[src/rtl/mem_port_arbiter.sv]
// Shared memory port arbiter between instruction fetch and data access.
// One transaction outstanding at a time: capture in IDLE, present to memory
// in ISSUE, collect the response in WAIT and hand it back to the owner.
// Data wins arbitration unless fetch has lost STARVE_MAX times in a row.
module mem_port_arbiter #(
  parameter int unsigned ADDR_W     = 32,
  parameter int unsigned DATA_W     = 32,
  parameter int unsigned STARVE_MAX = 4
) (
  input  logic                clk_i,
  input  logic                rst_ni,

  input  logic                if_req_i,
  input  logic [ADDR_W-1:0]   if_addr_i,
  output logic                if_gnt_o,
  output logic                if_rvalid_o,
  output logic [DATA_W-1:0]   if_rdata_o,

  input  logic                d_req_i,
  input  logic                d_we_i,
  input  logic [ADDR_W-1:0]   d_addr_i,
  input  logic [DATA_W-1:0]   d_wdata_i,
  input  logic [DATA_W/8-1:0] d_wmask_i,
  output logic                d_gnt_o,
  output logic                d_rvalid_o,
  output logic [DATA_W-1:0]   d_rdata_o,

  output logic                mem_req_o,
  output logic                mem_we_o,
  output logic [ADDR_W-1:0]   mem_addr_o,
  output logic [DATA_W-1:0]   mem_wdata_o,
  output logic [DATA_W/8-1:0] mem_wmask_o,
  input  logic                mem_ready_i,
  input  logic                mem_rvalid_i,
  input  logic [DATA_W-1:0]   mem_rdata_i,

  output logic                stall_if_o,
  output logic                stall_d_o,
  output logic                err_o
);

  localparam int unsigned MaskW = DATA_W / 8;
  localparam logic [3:0]  StarveLimit = 4'(STARVE_MAX);

  typedef enum logic [1:0] {StIdle, StIssue, StWait} state_e;
  typedef enum logic {OwnFetch, OwnData} owner_e;

  state_e              state_q;
  owner_e              owner_q;
  logic [3:0]          starve_q;
  logic                err_q;
  logic                if_gnt_q, d_gnt_q;
  logic                if_rvalid_q, d_rvalid_q;
  logic [DATA_W-1:0]   if_rdata_q, d_rdata_q;
  logic                mem_req_q, mem_we_q;
  logic [ADDR_W-1:0]   mem_addr_q;
  logic [DATA_W-1:0]   mem_wdata_q;
  logic [MaskW-1:0]    mem_wmask_q;
  logic                pick_fetch;
  logic                fetch_busy, data_busy;

  // Fetch wins when alone, or when it has been starved for the full limit.
  always_comb begin
    pick_fetch = if_req_i & (~d_req_i | (starve_q == StarveLimit));
  end

  // Control FSM plus every registered output and memory request field.
  always_ff @(posedge clk_i) begin
    if (!rst_ni) begin
      state_q     <= StIdle;
      owner_q     <= OwnFetch;
      starve_q    <= '0;
      err_q       <= 1'b0;
      if_gnt_q    <= 1'b0;
      d_gnt_q     <= 1'b0;
      if_rvalid_q <= 1'b0;
      d_rvalid_q  <= 1'b0;
      if_rdata_q  <= '0;
      d_rdata_q   <= '0;
      mem_req_q   <= 1'b0;
      mem_we_q    <= 1'b0;
      mem_addr_q  <= '0;
      mem_wdata_q <= '0;
      mem_wmask_q <= '0;
    end else begin
      if_gnt_q    <= 1'b0;
      d_gnt_q     <= 1'b0;
      if_rvalid_q <= 1'b0;
      d_rvalid_q  <= 1'b0;
      // A response with nothing in flight means the memory side is confused.
      if (mem_rvalid_i && (state_q != StWait)) begin
        err_q <= 1'b1;
      end
      unique case (state_q)
        StIdle: begin
          if (!if_req_i) begin
            starve_q <= '0;
          end
          if (if_req_i || d_req_i) begin
            state_q   <= StIssue;
            mem_req_q <= 1'b1;
            if (pick_fetch) begin
              owner_q     <= OwnFetch;
              if_gnt_q    <= 1'b1;
              starve_q    <= '0;
              mem_we_q    <= 1'b0;
              mem_addr_q  <= if_addr_i;
              mem_wdata_q <= '0;
              mem_wmask_q <= '0;
            end else begin
              owner_q     <= OwnData;
              d_gnt_q     <= 1'b1;
              mem_we_q    <= d_we_i;
              mem_addr_q  <= d_addr_i;
              mem_wdata_q <= d_wdata_i;
              mem_wmask_q <= d_wmask_i;
              if (if_req_i && (starve_q != StarveLimit)) begin
                starve_q <= starve_q + 4'd1;
              end
            end
          end
        end
        StIssue: begin
          if (mem_ready_i) begin
            mem_req_q <= 1'b0;
            state_q   <= StWait;
          end
        end
        StWait: begin
          if (mem_rvalid_i) begin
            state_q <= StIdle;
            if (owner_q == OwnFetch) begin
              if_rvalid_q <= 1'b1;
              if_rdata_q  <= mem_rdata_i;
            end else begin
              d_rvalid_q <= 1'b1;
              d_rdata_q  <= mem_we_q ? '0 : mem_rdata_i;
            end
          end
        end
        default: state_q <= StIdle;
      endcase
    end
  end

  // Stalls are combinational so the pipeline freezes in the request cycle.
  always_comb begin
    fetch_busy = (state_q != StIdle) && (owner_q == OwnFetch);
    data_busy  = (state_q != StIdle) && (owner_q == OwnData);
    stall_if_o = (if_req_i | fetch_busy) & ~if_rvalid_q;
    stall_d_o  = (d_req_i | data_busy) & ~d_rvalid_q;
  end

  assign if_gnt_o    = if_gnt_q;
  assign d_gnt_o     = d_gnt_q;
  assign if_rvalid_o = if_rvalid_q;
  assign d_rvalid_o  = d_rvalid_q;
  assign if_rdata_o  = if_rdata_q;
  assign d_rdata_o   = d_rdata_q;
  assign mem_req_o   = mem_req_q;
  assign mem_we_o    = mem_we_q;
  assign mem_addr_o  = mem_addr_q;
  assign mem_wdata_o = mem_wdata_q;
  assign mem_wmask_o = mem_wmask_q;
  assign err_o       = err_q;

endmodule

[config.mk]
export PLATFORM = sky130hd
export DESIGN_NAME = mem_port_arbiter
export DESIGN_NICKNAME = d
export VERILOG_FILES = /design/src/rtl/mem_port_arbiter.sv
export SDC_FILE = /design/constraint.sdc
export NUM_CORES = 1
export LEC_CHECK = 0
export ABC_AREA = 1
export ABC_CLOCK_PERIOD_IN_PS = 1600
export BUFFER_PORTS_ARGS = -buffer_cell sky130_fd_sc_hd__buf_2
export CAP_MARGIN = 20
export CORE_ASPECT_RATIO = 0.9
export CORE_MARGIN = 5
export CORE_UTILIZATION = 48
export CTS_BUF_LIST = sky130_fd_sc_hd__clkbuf_4 sky130_fd_sc_hd__clkbuf_8
export CTS_CLUSTER_DIAMETER = 80
export DETAILED_ROUTE_END_ITERATION = 10
export PLACE_DENSITY = 0.84
export SETUP_SLACK_MARGIN = 0.1
export SLEW_MARGIN = 25
export SYNTH_ARGS = -nofsm -noshare
export SYNTH_HDL_FRONTEND = slang
export SYNTH_SLANG_ARGS = --single-unit
[constraint.sdc]
create_clock -name clk_i -period 1.6 [get_ports clk_i]
set_input_delay 0.24 -clock clk_i [delete_from_list [all_inputs] [get_ports clk_i]]
set_output_delay 0.24 -clock clk_i [all_outputs]
set_load 0.05 [all_outputs]
Word-level counts from Yosys, hierarchy flattened
Cells that the tools add are included.
- logic and storage cells: 69
- output and inout port bits: 141
- input port bits: 139
- flip-flop bits (word level): 146
- bitwise gates (word level): 10
- $add $sub $neg: 1
- multiplexer cells: 20
- eq/ne operators: 8
- reduce and logical (&&, ||, !) cells: 15
- operators with widths (kind ; count):
    2-to-1 mux 32 bit ; 3
    2-to-1 mux 4 bit ; 5
    AND reduction 3 bit ; 6
    inequality test 2 bit, second input constant ; 4
    2-to-1 mux 1 bit ; 7
    2-to-1 mux 2 bit ; 3
    one-hot mux 2 bit (3 select lines) ; 1
    adder 4 x 1 -> 4 bit, second input constant ; 1
    equality test 4 x 3 -> 1 bit, second input constant ; 1
    logical AND 1 bit ; 4
    inequality test 4 x 3 -> 1 bit, second input constant ; 1
    inverter 1 bit ; 4
    nonzero test 2 bit ; 2
    AND 1 bit ; 3
    bitwise OR 1 bit ; 3
    equality test 2 x 1 -> 1 bit, second input constant ; 1
    equality test 2 bit, second input constant ; 1
    zero test 2 bit ; 1
    one-hot mux 1 bit (2 select lines) ; 1
    AND reduction 2 bit ; 1
    logical OR 1 bit ; 1

Longest topological paths before layout
- depth after elaboration: 5
- depth in mapped cells: 10
- gate-level depth less buffers: 8

Worst setup path before layout
No wires, ideal clock.
- kind: register to output
- from: reg state_q[0]
- to: out stall_d_o
- required time: 1.360 ns
- slack: -0.007 ns
- cell stages (with the launch flop): 5
- arrival time: 1.367 ns
- path buffers: 0
- cell sequence: dfxtp_1 -> inv_1 -> nand2_1 -> nand2_1 -> a21oi_1
- cells in the longest elaborated chain, start to end: 4
- ends and longest elaborated chain (element ; RTL line ; source):
    from (decl) ; 48 ; state_e state_q;
    from (signal assigned) ; 70 ; state_q <= StIdle;
    from (signal assigned) ; 100 ; state_q <= StIssue;
    from (signal assigned) ; 126 ; state_q <= StWait;
    nonzero test 2 bit ; 149 ; data_busy = (state_q != StIdle) && (owner_q == OwnData);
    logical AND 1 bit ; 149 ;
    bitwise OR 1 bit ; 151 ; stall_d_o = (d_req_i | data_busy) & ~d_rvalid_q;
    AND 1 bit ; 151 ;
    to (decl) ; 38 ; output logic stall_d_o,
No other way between the ends.

Worst setup path after layout
- from: reg state_q[0]
- to: reg mem_wdata_q[8], in the netlist mem_wdata_o[8]
- cells in the longest elaborated chain, start to end: 2
- ends and longest elaborated chain (element ; RTL line ; source):
    zero test 2 bit ; 94 ; unique case (state_q)
    AND reduction 2 bit (no source line) ; n/a ;
    to (signal assigned) ; 115 ; mem_wdata_q <= d_wdata_i;
    to (decl) ; 57 ; logic [DATA_W-1:0] mem_wdata_q;
No other way between the ends.
A chain may end at the register's enable or synchronous reset.

==> results.json <==
{
  "cts.clk_slew.worst_paths_ns": 0.09,
  "cap_violations": 0,
  "crit_required_ns": 1.99,
  "antenna_left": 0,
  "drive_gt1_frac": 0.3342,
  "ioPinCount": 280,
  "wl_per_cell_um": 15.97,
  "reg2reg_slack_ns": 0.08,
  "core_um2": 12030,
  "yosysWarningCount": 0,
  "yosysSeqAreaShare": 0.4974,
  "regArea_um2": 2934,
  "syn_inst": 801,
  "fill_cells": 910,
  "cts_max_level": 4,
  "fin_crit_sh": 0.9529,
  "clock_latency_ns": 0.44,
  "hold_slack_ns": 0.02687,
  "start_util": 0.4885,
  "synth-edff-count": 0,
  "final_nets": 1227,
  "final_util": 0.6958,
  "tightest_slew_ns": 0.3527,
  "first_iter_violations": 568,
  "setup_violations": 0,
  "hp-start": "d_wdata_i[27]",
  "fp-row-count": 38,
  "cts_tree": "yes",
  "yosysTopAreaCell": "dfxtp_1",
  "post_drt_via_cell_ratio": 5.206,
  "syn_area_um2": 5876,
  "status": "complete, no violations",
  "ir_drop_mv": 0.9078,
  "yosysTopAreaCellShare": 0.4974,
  "finalMaxSlewViolations": 0,
  "post_synth.cell_area_avg_um2": 7.335,
  "synth_fp_nets": 942,
  "rsz0062_at_grt": "yes",
  "dpl_cell_area_um2": 7458,
  "worstRegToRegCells": 8,
  "critPathKind": "flop to flop",
  "max_freq_mhz": 655.9,
  "fp.dieArea_um2": 14560,
  "synth_most_common_cell": "dfxtp_1",
  "min_path_cells": 3,
  "async_reset_ff_frac": 0,
  "ys.flop_type": "dfxtp_1",
  "clockRootBuffer": "clkbuf_8",
  "gr-usage-all-layers": 0.2514,
  "final_area_um2": 8369,
  "synth_cell_type_count": 21,
  "finalSetupTns_ns": 0,
  "io_buffers": 279,
  "timing.final.hold_violations": 0,
  "grt-ovfl-total": 0,
  "maxSlewHeadroom": 0.7649,
  "clockBufferDepth": 2,
  "antenna_found_initial": 2,
  "place.gp.congestion": 0.8514,
  "vias": 6554,
  "grt_pass1_wl_um": 29580,
  "cp-start-kind": "flop",
  "wl_um": 20110,
  "cp.arrival_ns": 1.91,
  "crit_fanout": 11,
  "grt_max_degree": 68,
  "areaGrowthSynthToFinish_pct": 42.44,
  "clock_sinks": 146,
  "p_per_area_nw_per_um2": 1125,
  "grt_pass1_vias": 5939,
  "multi_input_area_um2": 2549,
  "die_h_um": 115.0,
  "clock_skew_ns": 0.01442,
  "die_w_um": 126.6,
  "period_needed_ns": 1.525,
  "drt_first_pass_iters": 7,
  "cts_buffers": 17,
  "drc_errors": 0,
  "end_kind": "flop",
  "startpoint": "state_q[0]$_SDFFE_PN0P_",
  "ys_top_cells_by_area": "dfxtp_1 50%, nand3_1 11%, nor2_1 9.1%",
  "synth_seq_cells": 146,
  "reg2reg_from": "state_q[0]$_SDFFE_PN0P_",
  "p_leak_nw": 4.298,
  "hpwlAfterDp_um": 12570,
  "synth_common_cells": "146 x dfxtp_1, 142 x nor2_1, 132 x nand3_1",
  "holdCritPathClass": "input port to flop"
}
-- area by class of cell --
type                       count  share of cell area
tap                          160             0.02392
clock inverter                13             0.02362
sequential                   146              0.3506
multi-input combinational    545              0.3045
antenna                        1           0.0002990
timing repair buffer         327              0.2449
inverter                      49             0.02257
clock buffer                  18             0.02960
-- metal layers --
layer	vias up	global-route usage	wire length, um
met5	-	0	9
met3	77	0.08035	2039
met2	349	0.4228	9759
li1	3173	-	-
met4	2	0.1122	919
met1	2953	0.2959	7384
-- registers in the layout (all words and copies together) (netlist names), 2 cells and up --
| register | count |
|---|---|
| state_q | 2 |
| starve_q | 4 |
| d_rdata_o | 32 |
| mem_addr_o | 32 |
| mem_wdata_o | 32 |
| if_rdata_o | 32 |
| mem_wmask_o | 4 |
-- critical path: stages (launching register included) --
cell,delay (ns)
dfxtp_4,0.36
nor2_4,0.10
buf_4,0.16
o21ai_2,0.09
buf_6,0.16
nor2_4,0.22
buf_12,0.17
nand3_2,0.10
nand2_1,0.10
-- layout by cell type (no fill, tap or decap), types with 2 or more instances in the layout --
cell type      Yosys  routed
dlygate4sd3_1      0      19
buf_6              2       4
bufinv_16          0       4
o21ai_1           22      22
xor2_1             3       3
inv_2              4       5
buf_2             24     276
a21oi_1           53      52
inv_1             45      42
nand2_1          117     112
nor2_1           142     140
clkbuf_8           0      18
clkinvlp_4         0       3
nand3_1          132     130
dfxtp_2            0       3
nand2_4            1       3
nand2_2            0       2
o21ai_0           68      68
inv_6              0       4
clkbuf_16          0       3
nor2_4             2       3
dfxtp_4            0       2
buf_4              7      12
dfxtp_1          146     141
inv_4              0       2
buf_12             0      11
-- what timing repair did --
item,4_1_cts,5_1_grt
endpoints found under the hold margin,19,0
resized for setup,15,18
buffers inserted,4,2
endpoints found under the setup margin,19,90
gates cloned,1,4
hold buffers,19,0
pin swaps,4,3
-- per-stage QoR --
| step | instances | setup WS, ns | total power [mW] |
|---|---|---|---|
| 6_report | 1259 | 0.07543 | 9.417 |
| 5_1_grt | 1259 | -0.004232 | 9.821 |
| 4_1_cts | 1252 | 0.03704 | 9.355 |
| 3_5_place_dp | 1197 | 0.03241 | 6.027 |
| 3_3_place_gp | 1197 | 0.1102 | 6.002 |
| 2_1_floorplan | 801 | 0.2199 | 5.421 |
-- where the power goes --
group          switching, mW  total, mW  internal [mW]
clock network           1.49       3.25           1.77
logic                   1.52       2.19          0.676
registers              0.122       3.97           3.85
-- path summary, 6_finish.rpt --
| check | to |
|---|---|
| min | mem_wdata_o[27]$_SDFFE_PN0P_ |
| min reg2reg | mem_wdata_o[7]$_SDFFE_PN0P_ |
| max | mem_wdata_o[8]$_SDFFE_PN0P_ |
| max reg2reg | mem_wdata_o[8]$_SDFFE_PN0P_ |
-- kinds of logic (layout without fill, tap and decap cells) --
group,after synthesis,after routing,synth area share
buffers and inverters,110,407,0.08241
DFF,146,146,0.4974
and+or+nand+nor,396,396,0.2881
adders and majority gates,2,2,0.004258
AOI/OAI and AO/OA,144,144,0.1233
xor gates and xnor gates,3,3,0.004473
other,0,1,0
Power figures use the tool's default switching activity.
